[config.mk]
export PLATFORM = sky130hd
export DESIGN_NAME = cmd_source_bank
export DESIGN_NICKNAME = d
export VERILOG_FILES = /design/src/rtl/cmd_source_bank.sv
export SDC_FILE = /design/constraint.sdc
export NUM_CORES = 1
export LEC_CHECK = 0
export ABC_CLOCK_PERIOD_IN_PS = 5550
export CORE_ASPECT_RATIO = 0.75
export CORE_MARGIN = 2
export CORE_UTILIZATION = 35
export CTS_BUF_LIST = sky130_fd_sc_hd__clkbuf_4 sky130_fd_sc_hd__clkbuf_8 sky130_fd_sc_hd__clkbuf_16
export DETAILED_ROUTE_END_ITERATION = 7
export GPL_ROUTABILITY_DRIVEN = 0
export GPL_TIMING_DRIVEN = 0
export SLEW_MARGIN = 20
export SYNTH_ARGS = -nofsm -noshare
export SYNTH_HDL_FRONTEND = slang
export SYNTH_SLANG_ARGS = --single-unit
export TNS_END_PERCENT = 100
[constraint.sdc]
create_clock -name clk -period 5.55 [get_ports clk]
set_input_delay 1.11 -clock clk [delete_from_list [all_inputs] [get_ports clk]]
set_output_delay 1.11 -clock clk [all_outputs]
set_load 0.01 [all_outputs]
[src/rtl/cmd_source_bank.sv]
// cmd_source_bank: a bank of command entries written by address field. A sweep
// walks the entries in ascending order and issues every pending, not yet
// completed entry to the ALU over a valid/ready handshake, then reports how
// many entries went out.
module cmd_source_bank #(
   parameter int DW = 8,
   parameter int CW = 3,
   parameter int AW = 3
) (
   input  logic                      clk,
   input  logic                      rst_n,
   input  logic                      w,
   input  logic [2+AW+CW+2*DW-1:0]   wdata,
   input  logic                      r,
   input  logic [AW-1:0]             raddr,
   output logic [2+AW+CW+2*DW-1:0]   rdata,
   input  logic                      aluop_st,
   output logic                      busy,
   output logic                      iss_valid,
   input  logic                      iss_ready,
   output logic [AW-1:0]             iss_addr,
   output logic [CW-1:0]             iss_cmd,
   output logic [DW-1:0]             iss_a,
   output logic [DW-1:0]             iss_b,
   output logic                      cap_en,
   output logic [AW:0]               iss_cnt
);

   localparam int DEPTH    = 2**AW;
   localparam int EW       = 2+AW+CW+2*DW;
   localparam int R_BIT    = EW-1;
   localparam int C_BIT    = EW-2;
   localparam int ADDR_LSB = CW+2*DW;
   localparam int CMD_LSB  = 2*DW;
   localparam int A_LSB    = DW;

   typedef enum logic [1:0] {
      IDLE,
      SCAN,
      ISSUE,
      DONE
   } state_t;

   state_t          state;
   state_t          next_state;
   logic [AW-1:0]   ptr;
   logic [AW-1:0]   ptr_next;
   logic [AW:0]     cnt;
   logic [AW:0]     cnt_next;

   logic [EW-1:0]   mem [DEPTH];

   logic [EW-1:0]   cur;
   logic [AW-1:0]   w_addr;
   logic            cur_pending;
   logic            ptr_last;
   logic            handshake;

   logic            busy_d;
   logic            valid_d;
   logic            cap_d;
   logic            latch_issue;
   logic            set_done;
   logic            load_cnt;

   // Entry currently under the scan pointer (pre-edge contents) and the
   // address field of an incoming write.
   assign cur         = mem[ptr];
   assign w_addr      = wdata[ADDR_LSB +: AW];
   assign cur_pending = cur[R_BIT] & ~cur[C_BIT];
   assign ptr_last    = (ptr == AW'(DEPTH-1));
   assign handshake   = iss_valid & iss_ready;

   // Sweep state, scan pointer and running issue counter.
   always_ff @(posedge clk or negedge rst_n) begin
      if (!rst_n) begin
         state <= IDLE;
         ptr   <= '0;
         cnt   <= '0;
      end else begin
         state <= next_state;
         ptr   <= ptr_next;
         cnt   <= cnt_next;
      end
   end

   // Sweep sequencing: one entry examined per SCAN cycle, parking in ISSUE
   // until the ALU takes the command.
   always_comb begin
      next_state = state;
      ptr_next   = ptr;
      cnt_next   = cnt;
      case (state)
         IDLE: begin
            if (aluop_st) begin
               next_state = SCAN;
               ptr_next   = '0;
               cnt_next   = '0;
            end
         end
         SCAN: begin
            if (cur_pending) begin
               next_state = ISSUE;
            end else if (ptr_last) begin
               next_state = DONE;
            end else begin
               ptr_next = ptr + 1'b1;
            end
         end
         ISSUE: begin
            if (handshake) begin
               cnt_next = cnt + 1'b1;
               if (ptr_last) begin
                  next_state = DONE;
               end else begin
                  next_state = SCAN;
                  ptr_next   = ptr + 1'b1;
               end
            end
         end
         DONE: begin
            next_state = IDLE;
         end
         default: begin
            next_state = IDLE;
         end
      endcase
   end

   // Decode the next state into the values the output registers load, so
   // every status output comes straight from a flop.
   always_comb begin
      busy_d      = (next_state != IDLE);
      valid_d     = (next_state == ISSUE);
      cap_d       = (next_state == DONE);
      load_cnt    = (next_state == DONE);
      latch_issue = (state == SCAN) && cur_pending;
      set_done    = handshake && !(w && (w_addr == ptr));
   end

   // Registered status outputs.
   always_ff @(posedge clk or negedge rst_n) begin
      if (!rst_n) begin
         busy      <= 1'b0;
         iss_valid <= 1'b0;
         cap_en    <= 1'b0;
      end else begin
         busy      <= busy_d;
         iss_valid <= valid_d;
         cap_en    <= cap_d;
      end
   end

   // Issue fields are captured once when a pending entry is found and held
   // until the handshake, so later writes to that entry cannot disturb them.
   always_ff @(posedge clk or negedge rst_n) begin
      if (!rst_n) begin
         iss_addr <= '0;
         iss_cmd  <= '0;
         iss_a    <= '0;
         iss_b    <= '0;
      end else if (latch_issue) begin
         iss_addr <= ptr;
         iss_cmd  <= cur[CMD_LSB +: CW];
         iss_a    <= cur[A_LSB +: DW];
         iss_b    <= cur[0 +: DW];
      end
   end

   // Issue count is published together with the sweep-done pulse; it
   // includes a handshake that lands on the edge entering DONE.
   always_ff @(posedge clk or negedge rst_n) begin
      if (!rst_n) begin
         iss_cnt <= '0;
      end else if (load_cnt) begin
         iss_cnt <= cnt_next;
      end
   end

   // Entry storage: host writes always clear C; a handshake marks the issued
   // entry complete unless a host write to the same entry lands on that edge.
   always_ff @(posedge clk or negedge rst_n) begin
      if (!rst_n) begin
         for (int i = 0; i < DEPTH; i++) begin
            mem[i] <= '0;
         end
      end else begin
         if (set_done) begin
            mem[ptr][C_BIT] <= 1'b1;
         end
         if (w) begin
            mem[w_addr] <= {wdata[R_BIT], 1'b0, wdata[EW-3:0]};
         end
      end
   end

   // Registered read port returning the contents before this edge's updates.
   always_ff @(posedge clk or negedge rst_n) begin
      if (!rst_n) begin
         rdata <= '0;
      end else if (r) begin
         rdata <= mem[raddr];
      end
   end

endmodule

# Word-level counts from Yosys, hierarchy flattened
# Cells that the tools add are included.
dict set report classes {
  add_sub_neg 2
  n_lt_le_gt_ge 5
  n_eq_ne 10
  mux 27
  bitwise 7
  n_reduce_logical 10
}
# cell n
set op_table {}
lappend op_table {{$mux 192} 2}
lappend op_table {{$bwmux 192} 1}
lappend op_table {{$or 192x192->192} 1}
lappend op_table {{$bmux 24 s3} 2}
lappend op_table {{$demux 24 s3} 2}
lappend op_table {{$mux 24} 5}
lappend op_table {{$mux 23} 1}
lappend op_table {{$ge 4x4->1 const B} 3}
lappend op_table {{$mux 3} 4}
lappend op_table {{$not 3->4} 3}
lappend op_table {{$mux 2} 5}
lappend op_table {{$pmux 3 s3} 1}
lappend op_table {{$eq 2x2->1 const B} 4}
lappend op_table {{$lt 4x1->1 const B} 2}
lappend op_table {{$mux 4} 2}
lappend op_table {{$pmux 2 s4} 1}
lappend op_table {{$pmux 4 s2} 1}
lappend op_table {{$ne 2x2->1 const B} 3}
lappend op_table {{$logic_and 1x1->1} 5}
lappend op_table {{$add 4x1->4 const B} 1}
lappend op_table {{$reduce_and 4->1} 1}
lappend op_table {{$add 3x1->3 const B} 1}
lappend op_table {{$eq 3x3->1} 1}
lappend op_table {{$eq 3x3->1 const B} 1}
lappend op_table {{7 further kinds} 8}
dict set report totals {
  ff_bits 254
  inputBits 33
  wordCells 81
}

# Logic depth before layout (Yosys ltp)
# Gate-level depths: netlist of run 1.
dict set report depth {
  word_depth 9
  mapped_depth 9
  mapped_depth_nobuf 8
}

# Worst setup path after synthesis of run 1
# Ideal clock, no wire load.
dict set report synth_timing {
  path_type {input port to flip-flop}
  start {input port raddr[0]}
  end {register rdata[10]}
  setup_ns 0.137
  t_arrival_ns 2.669
  required_time_ns 5.413
  slack_ns 2.744
  cell_stages 5
  path_cell_list {buf_2 -> buf_1 -> mux4_2 -> mux2i_1 -> a21oi_1}
}
dict set report synth_via {
  elab_chain_len 4
}
# item line
set synth_rtl {}
lappend synth_rtl {{start: declaration} 15} ;# input logic [AW-1:0] raddr,
lappend synth_rtl {{$not 3->4 (not written as such)} 202} ;# rdata <= mem[raddr];
lappend synth_rtl {{$bmux 24 s3} 202}
lappend synth_rtl {{$mux 24 (not written as such) (2 in a row)} 202}
lappend synth_rtl {{end signal: assignment} 202}
lappend synth_rtl {{end: declaration} 16} ;# output logic [2+AW+CW+2*DW-1:0] rdata,
# Every way passes these cells. The select of a mux whose other input is x is not followed.
# A chain may end at the register's enable or synchronous reset.

# Final worst setup path of run 1
dict set report layout_timing {
  start {register ptr[0]}
  end {register iss_a[2]}
}
dict set report layout_via {
  elab_chain_len 7
}
# item line
set layout_rtl {}
lappend layout_rtl {{start: declaration} 46} ;# logic [AW-1:0] ptr;
lappend layout_rtl {{start signal: assignment} 82} ;# ptr <= ptr_next;
lappend layout_rtl {{$not 3->4 (not written as such) (*)} 68} ;# assign cur = mem[ptr];
lappend layout_rtl {{$bmux 24 s3 (*)} 68}
lappend layout_rtl {{$mux 24 (not written as such) (*) (2 in a row)} 68}
lappend layout_rtl {{$not 1->1} 70} ;# assign cur_pending = cur[R_BIT] & ~cur[C_BIT];
lappend layout_rtl {{$and 1x1->1} 70}
lappend layout_rtl {{$logic_and 1x1->1} 137} ;# latch_issue = (state == SCAN) && cur_pending;
lappend layout_rtl {{end signal: assignment} 165} ;# iss_a <= cur[A_LSB +: DW];
lappend layout_rtl {{end: declaration} 23} ;# output logic [DW-1:0] iss_a,
# Mark *: on every way between the ends. The rest lies on a longest branch, timed or not. The select of a mux whose other input is x is not followed.

==> flow_summary.json, run 1 <==
{
  "status": "finished clean",
  "ff_latch_area_sq_um": 6356,
  "synth_area_sq_um": 11800,
  "cp.arrival_ns": 4.20,
  "relSlewSlack_pct": 27.85,
  "p_seq_share_pct": 40.5,
  "die_w_microns": 216.0,
  "crit_fanout": 10,
  "hp-start": "mem[163]",
  "clkTransAtPathRegs_ns": 0.07,
  "cts.sinks": 254,
  "cts_buffers": 26,
  "synth_common_cells": "dfrtp_1 (254), nand2_1 (253), mux2_2 (86)",
  "drive_gt1_share_pct": 17.64,
  "synth_cell_types": 34,
  "yosysTopAreaCell": "dfrtp_1",
  "synth_edf_count": 0,
  "grt-ovfl-total": 0,
  "fp.dieArea_sq_um": 35210,
  "rows": 58,
  "tritoncts": "done",
  "drtPass1Iterations": 7,
  "area_delta_synth_final_pct": 19.86,
  "root_buffer": "clkbuf_16",
  "hold_viol_final": 0,
  "synth_top_family_by_area": "multiplexers",
  "cts.path.max_buffers": 3,
  "synthCells": 1018,
  "cts-resized-gates": 0,
  "r2r-end": "iss_a[2]",
  "finClkSkew_ns": 0.009452,
  "synth_compound_area_share_pct": 10.20,
  "power.leakage_nw": 6.267,
  "synth_xor_area_share_pct": 0.4454,
  "fill_cells": 3190,
  "p_clk_share_pct": 30.4,
  "async_flop_share_pct": 100.0,
  "fmax_mhz": 268.8,
  "routed_wirelength_microns": 36930,
  "layout_min_cycle_time_ns": 3.721,
  "synth.yosys.warnings": 0,
  "drv_slew": 0,
  "avgViaCountPerCell": 5.568,
  "clk-insertion-delay-late_ns": 0.54,
  "yosysMostFrequentCell": "dfrtp_1",
  "power_density_nw_per_um2": 440.9,
  "finalSetupViolCount": 0,
  "finalInstanceArea_sq_um": 14140,
  "path_class": "flop to flop",
  "finalCritPeriodShare_pct": 67.04,
  "dpl-instance-area_sq_um": 13210,
  "worst_pin_slew_ns": 1.082,
  "syn-num-nets": 1057,
  "grtUsageTotal_pct": 21.21,
  "cts_hold_buf": 0,
  "grt_max_degree": 90,
  "maxCapViolations": 0,
  "core_sq_um": 33380,
  "ys_seq_area_share_pct": 53.87,
  "synth_area_leaders": "dfrtp_1 (54%), mux4_2 (9.9%), mux2_2 (8.2%)",
  "place_hpwl_microns": 24040,
  "peakVddDrop_v": 0.0002300,
  "wl_per_cell_microns": 23.14,
  "p_comb_share_pct": 29.1,
  "multi_input_area_sq_um": 5125,
  "antenna_found_initial": 1,
  "synthFlopType": "dfrtp_1",
  "postCtsSetupBuffers": 0,
  "worstSetupEndpointType": "flop",
  "avgSynthCellArea_sq_um": 11.59,
  "hold_path_depth": 1,
  "initial_core_util_pct": 35.34,
  "via_count": 8886,
  "nets": 1166,
  "io_buffers": 79,
  "grt_pass1_wl_microns": 56060,
  "drc": 0,
  "htree_levels": 1,
  "p_total_mw": 6.235,
  "cp-start-kind": "flop",
  "ff2ff_path_depth": 9,
  "drt-initial-drc-count": 1022,
  "swShare_pct": 32.50,
  "synth_top_cell_area_share_pct": 53.87,
  "grt_setup_unrepaired": "false",
  "rr_startpoint": "ptr[0]",
  "yosys.area_share.simple_pct": 11.81,
  "die_y_microns": 163.0,
  "fin_util_pct": 42.37,
  "final_antenna_net_count": 0,
  "grt_pass1_vias": 8750,
  "min_path_type": "flop to flop",
  "io_pins": 86,
  "holdPathEnd": "mem[163]",
  "reg2reg_setup_slack_ns": 1.83,
  "synthAdderAreaFrac_pct": 0.6363,
  "power_switching_mw": 2.026,
  "synth-seq-cells": 254,
  "p_int_mw": 4.209,
  "cp.required_ns": 6.03,
  "synthMuxAreaShare_pct": 20.34
}
[critical path: stages (launching register included)]
cell and delay [ns]:
dfrtp_1 0.37, buf_6 0.15, clkbuf_1 0.41, nand2_1 0.14
nor2_1 0.35, clkbuf_1 0.84, clkbuf_1 0.79, a22oi_1 0.17
a31oi_1 0.32, a21o_1 0.12
[registers in the layout (all words and copies together) (netlist names)]
name,count
iss_addr,3
busy,1
state,2
iss_valid,1
cnt,4
cap_en,1
iss_cnt,4
rdata,24
ptr,3
iss_a,8
iss_b,8
iss_cmd,3
mem,192
[cell usage in the layout (no fill, tap or decap), types with 2 or more instances in the layout]
master / count
a21o_1: 20
a21oi_1: 35
a221oi_1: 19
a22o_1: 22
a22oi_1: 40
a31oi_1: 18
a41oi_1: 2
and2_1: 4
and3_1: 2
buf_1: 10
buf_16: 2
buf_2: 2
buf_6: 2
bufinv_16: 3
clkbuf_1: 55
clkbuf_16: 27
clkbuf_2: 2
clkbuf_4: 3
clkbuf_8: 7
clkdlybuf4s50_1: 78
clkinv_2: 3
dfrtp_1: 254
ha_1: 6
inv_1: 9
mux2_2: 86
mux2i_1: 26
mux4_2: 52
nand2_1: 253
nand2b_1: 14
nand3_1: 2
nand4_1: 2
nor2_1: 38
nor2b_1: 10
nor3_1: 6
o21ai_0: 9
or2_2: 7
xnor2_1: 6
[worst max path at each step]
stage,from,to,slack [ns]
floorplan,raddr[0],rdata[10],2.74
global placement,rst_n,cap_en,-7.76
detailed placement,raddr[1],rdata[17],1.62
CTS,ptr[0],iss_cmd[0],2.03
global route,ptr[0],iss_b[6],1.83
finish,ptr[0],iss_a[2],1.83
[per-layer routing]
metal  vias up  part of all wire (%)  track usage [%]
met5         -                     0                0
met4         0                   2.5            5.417
met3        72                   8.9            4.258
met2       458                    43            31.06
met1      4529                    45            32.06
li1       3827                     -                -
[cells by family (layout without fill, tap and decap cells)]
kind of cell,after synthesis,count (layout)
AO/OA/AOI/OAI,168,168
XOR/XNOR,6,6
multiplexers,164,164
other,0,1
buffers and inverters,80,207
flip-flops,254,254
adder cells (fa/ha/maj),6,6
AND/OR/NAND/NOR,340,340
[stage by stage]
stage	setup WS [ns]	hold WS [ns]	TNS (ns)	instances
5_1_grt	1.833	0.4785	0	1595
2_1_floorplan	2.744	0.4287	0	1018
3_5_place_dp	1.616	0.4475	0	1549
6_report	1.829	0.4632	0	1596
4_1_cts	2.033	0.4650	0	1595
3_3_place_gp	-7.756	0.4439	-1961.91	1547
[cell type report]
type | instances | area share [%]
inverter | 9 | 0.2389
multi-input combinational | 684 | 36.24
tap | 450 | 3.981
buffer | 71 | 2.026
antenna | 1 | 0.01769
clock buffer | 37 | 5.618
clock inverter | 9 | 0.9201
timing repair buffer | 81 | 6.016
sequential | 254 | 44.94
[power by group through the flow]
stage / Sequential (mW) / Combinational [mW] / Clock, mW
6_report: 2.53 / 1.81 / 1.89
4_1_cts: 2.52 / 1.81 / 1.92
5_1_grt: 2.57 / 1.96 / 2.00
3_3_place_gp: 2.54 / 1.76 / 0
2_1_floorplan: 2.52 / 1.03 / 0
3_5_place_dp: 2.55 / 1.80 / 0
(Power assumes the default switching activity.)
==> run 2, diff against run 1 <==
--- a/config.mk
+++ b/config.mk
@@ -5,7 +5,7 @@
 export SDC_FILE = /design/constraint.sdc
 export NUM_CORES = 1
 export LEC_CHECK = 0
-export ABC_CLOCK_PERIOD_IN_PS = 5550
+export ABC_CLOCK_PERIOD_IN_PS = 3050
 export CORE_ASPECT_RATIO = 0.75
 export CORE_MARGIN = 2
 export CORE_UTILIZATION = 35
==> constraint.sdc (replaced) <==
create_clock -name clk -period 3.05 [get_ports clk]
set_input_delay 0.61 -clock clk [delete_from_list [all_inputs] [get_ports clk]]
set_output_delay 0.61 -clock clk [all_outputs]
set_load 0.01 [all_outputs]
==> run 2 against run 1 <==
Compared with the run above:
- final cell count fell by 0.13%
- via count decreased by 0.19%
- routed wire length fell by 0.11%
- hold slack lost 0.42 ns
- combinational power grew 83%
- non-clock buffer count shrank 1
- clock-buffer cell count unchanged
- clock power up 83%
- clock skew rose by 0.0025 ns
- final area about the same
- sequential power rose by 82%
- first-iteration DRC count grew 4.2%
==> flow_summary.json, run 2 (synthesis results as in run 1) <==
{
  "cts.sinks": 254,
  "finalSetupViolCount": 0,
  "finClkSkew_ns": 0.01192,
  "grt_max_degree": 90,
  "reg_top3": "mem: 192 flops, rdata: 24 flops",
  "reg2reg_setup_slack_ns": 0.04,
  "htree_levels": 1,
  "relSlewSlack_pct": 29.19,
  "power_density_nw_per_um2": 802.2,
  "regMostFlops": "mem",
  "die_w_microns": 216.0,
  "initial_core_util_pct": 35.34,
  "layout_common_cells": "dfrtp_1 (254), nand2_1 (253), mux2_2 (86), clkdlybuf4s50_1 (78), mux4_2 (52)",
  "cp.required_ns": 3.43,
  "cts.path.max_buffers": 3,
  "rows": 58,
  "grtUsageTotal_pct": 21.12,
  "cp.arrival_ns": 3.40,
  "fin_util_pct": 42.40,
  "p_total_mw": 11.35,
  "final_cell_count_no_fill": 1594,
  "drv_slew": 0,
  "largest_reg_flops": 192,
  "worstSetupEndpointType": "flop",
  "io_pins": 86,
  "core_sq_um": 33380,
  "status": "finished clean",
  "fp.dieArea_sq_um": 35210,
  "layout.cells.most_common": "dfrtp_1",
  "cts_buffers": 26,
  "final_antenna_net_count": 0,
  "hold-worst-slack_ns": 0.04099,
  "root_buffer": "clkbuf_16",
  "grt_pass1_wl_microns": 55860,
  "path_class": "input pin to flop",
  "grt_pass1_vias": 8740,
  "drive_gt1_share_pct": 18.88,
  "routed_wirelength_microns": 36880,
  "cp-startpoint": "raddr[1]",
  "cp-endpoint": "rdata[15]",
  "r2r-end": "iss_a[2]",
  "tritoncts": "done",
  "num_antenna_cells": 0,
  "peakVddDrop_v": 0.0004161,
  "placedCellCount": 1549,
  "clkTransAtPathRegs_ns": 0.07,
  "min_path_type": "input pin to asynchronous set/reset pin",
  "die_y_microns": 163.0,
  "p_int_mw": 7.668,
  "antenna_found_initial": 1,
  "crit_fanout": 10,
  "drtPass1Iterations": 5,
  "ff2ff_path_depth": 9,
  "swShare_pct": 32.47,
  "place_hpwl_microns": 24040,
  "finalCritPeriodShare_pct": 98.94,
  "p_comb_share_pct": 29.2,
  "p_clk_share_pct": 30.3,
  "drt-initial-drc-count": 1065,
  "worst_pin_slew_ns": 1.062,
  "grt-ovfl-total": 0,
  "grt_setup_unrepaired": "false",
  "avgViaCountPerCell": 5.564,
  "io_buffers": 79,
  "hold_viol_final": 0,
  "dpl-instance-area_sq_um": 13210,
  "finalInstanceArea_sq_um": 14150,
  "layout_min_cycle_time_ns": 3.018,
  "nets": 1165,
  "power_switching_mw": 3.686,
  "power.leakage_nw": 6.313,
  "p_seq_share_pct": 40.5,
  "cp-start-kind": "input pin",
  "area_delta_synth_final_pct": 19.96,
  "via_count": 8869,
  "clk-insertion-delay-late_ns": 0.54,
  "rr_startpoint": "ptr[0]",
  "fmax_mhz": 331.4,
  "wl_per_cell_microns": 23.14,
  "maxCapViolations": 0,
  "drc": 0
}
run 2: per-layer routing:
| layer | share of wire, % | GRT usage, % | wire length (microns) |
|---|---|---|---|
| met5 | 0 | 0 | 0 |
| met4 | 2.5 | 5.293 | 940 |
| met3 | 9.5 | 4.519 | 3493 |
| met2 | 43 | 30.96 | 15850 |
| met1 | 45 | 31.76 | 16600 |
run 2: final cells by class:
cell class	count	area, sq um
timing repair buffer	81	850.8
sequential	254	6356
fill	3189	19230
tap	450	563.0
clock inverter	9	130.1
buffer	70	300.3
inverter	9	33.78
multi-input combinational	684	5125
clock buffer	37	794.5
run 2: worst min path at each step:
stage          startpoint        end  slack (ns)  cells after the start
2_1_floorplan       rst_n       busy        0.31                      0
3_3_place_gp      mem[44]    mem[44]        0.44                      1
3_5_place_dp      mem[69]    mem[69]        0.45                      1
4_1_cts             rst_n  rdata[11]        0.06                      1
5_1_grt             rst_n  rdata[11]        0.07                      1
6_report            rst_n  rdata[11]        0.04                      1
run 2: per-stage QoR:
stage,setup WS (ns),setup TNS [ns]
5_1_grt,0.01002,0
3_3_place_gp,-9.756,-2492.72
4_1_cts,0.04785,0
3_5_place_dp,-0.4494,-24.04
6_report,0.03222,0
2_1_floorplan,0.5650,0
run 2: critical path: stages:
cell             delay, ns
clkdlybuf4s50_1       0.58
buf_1                 0.62
clkbuf_1              0.83
mux4_2                0.42
mux2i_1               0.21
a21oi_1               0.11
run 2: power by group through the flow:
stage	logic [mW]	registers (mW)	clock network (mW)
floorplan	1.88	4.58	0
global placement	3.21	4.63	0
detailed placement	3.27	4.64	0
CTS	3.29	4.59	3.50
global route	3.57	4.68	3.65
finish	3.31	4.60	3.45
run 2: timing repair:
action | in CTS | in global routing
gates resized for setup | 12 | 6
hold buffers | 0 | 0
buffers inserted | 0 | 0
setup endpoints to repair | 21 | 10
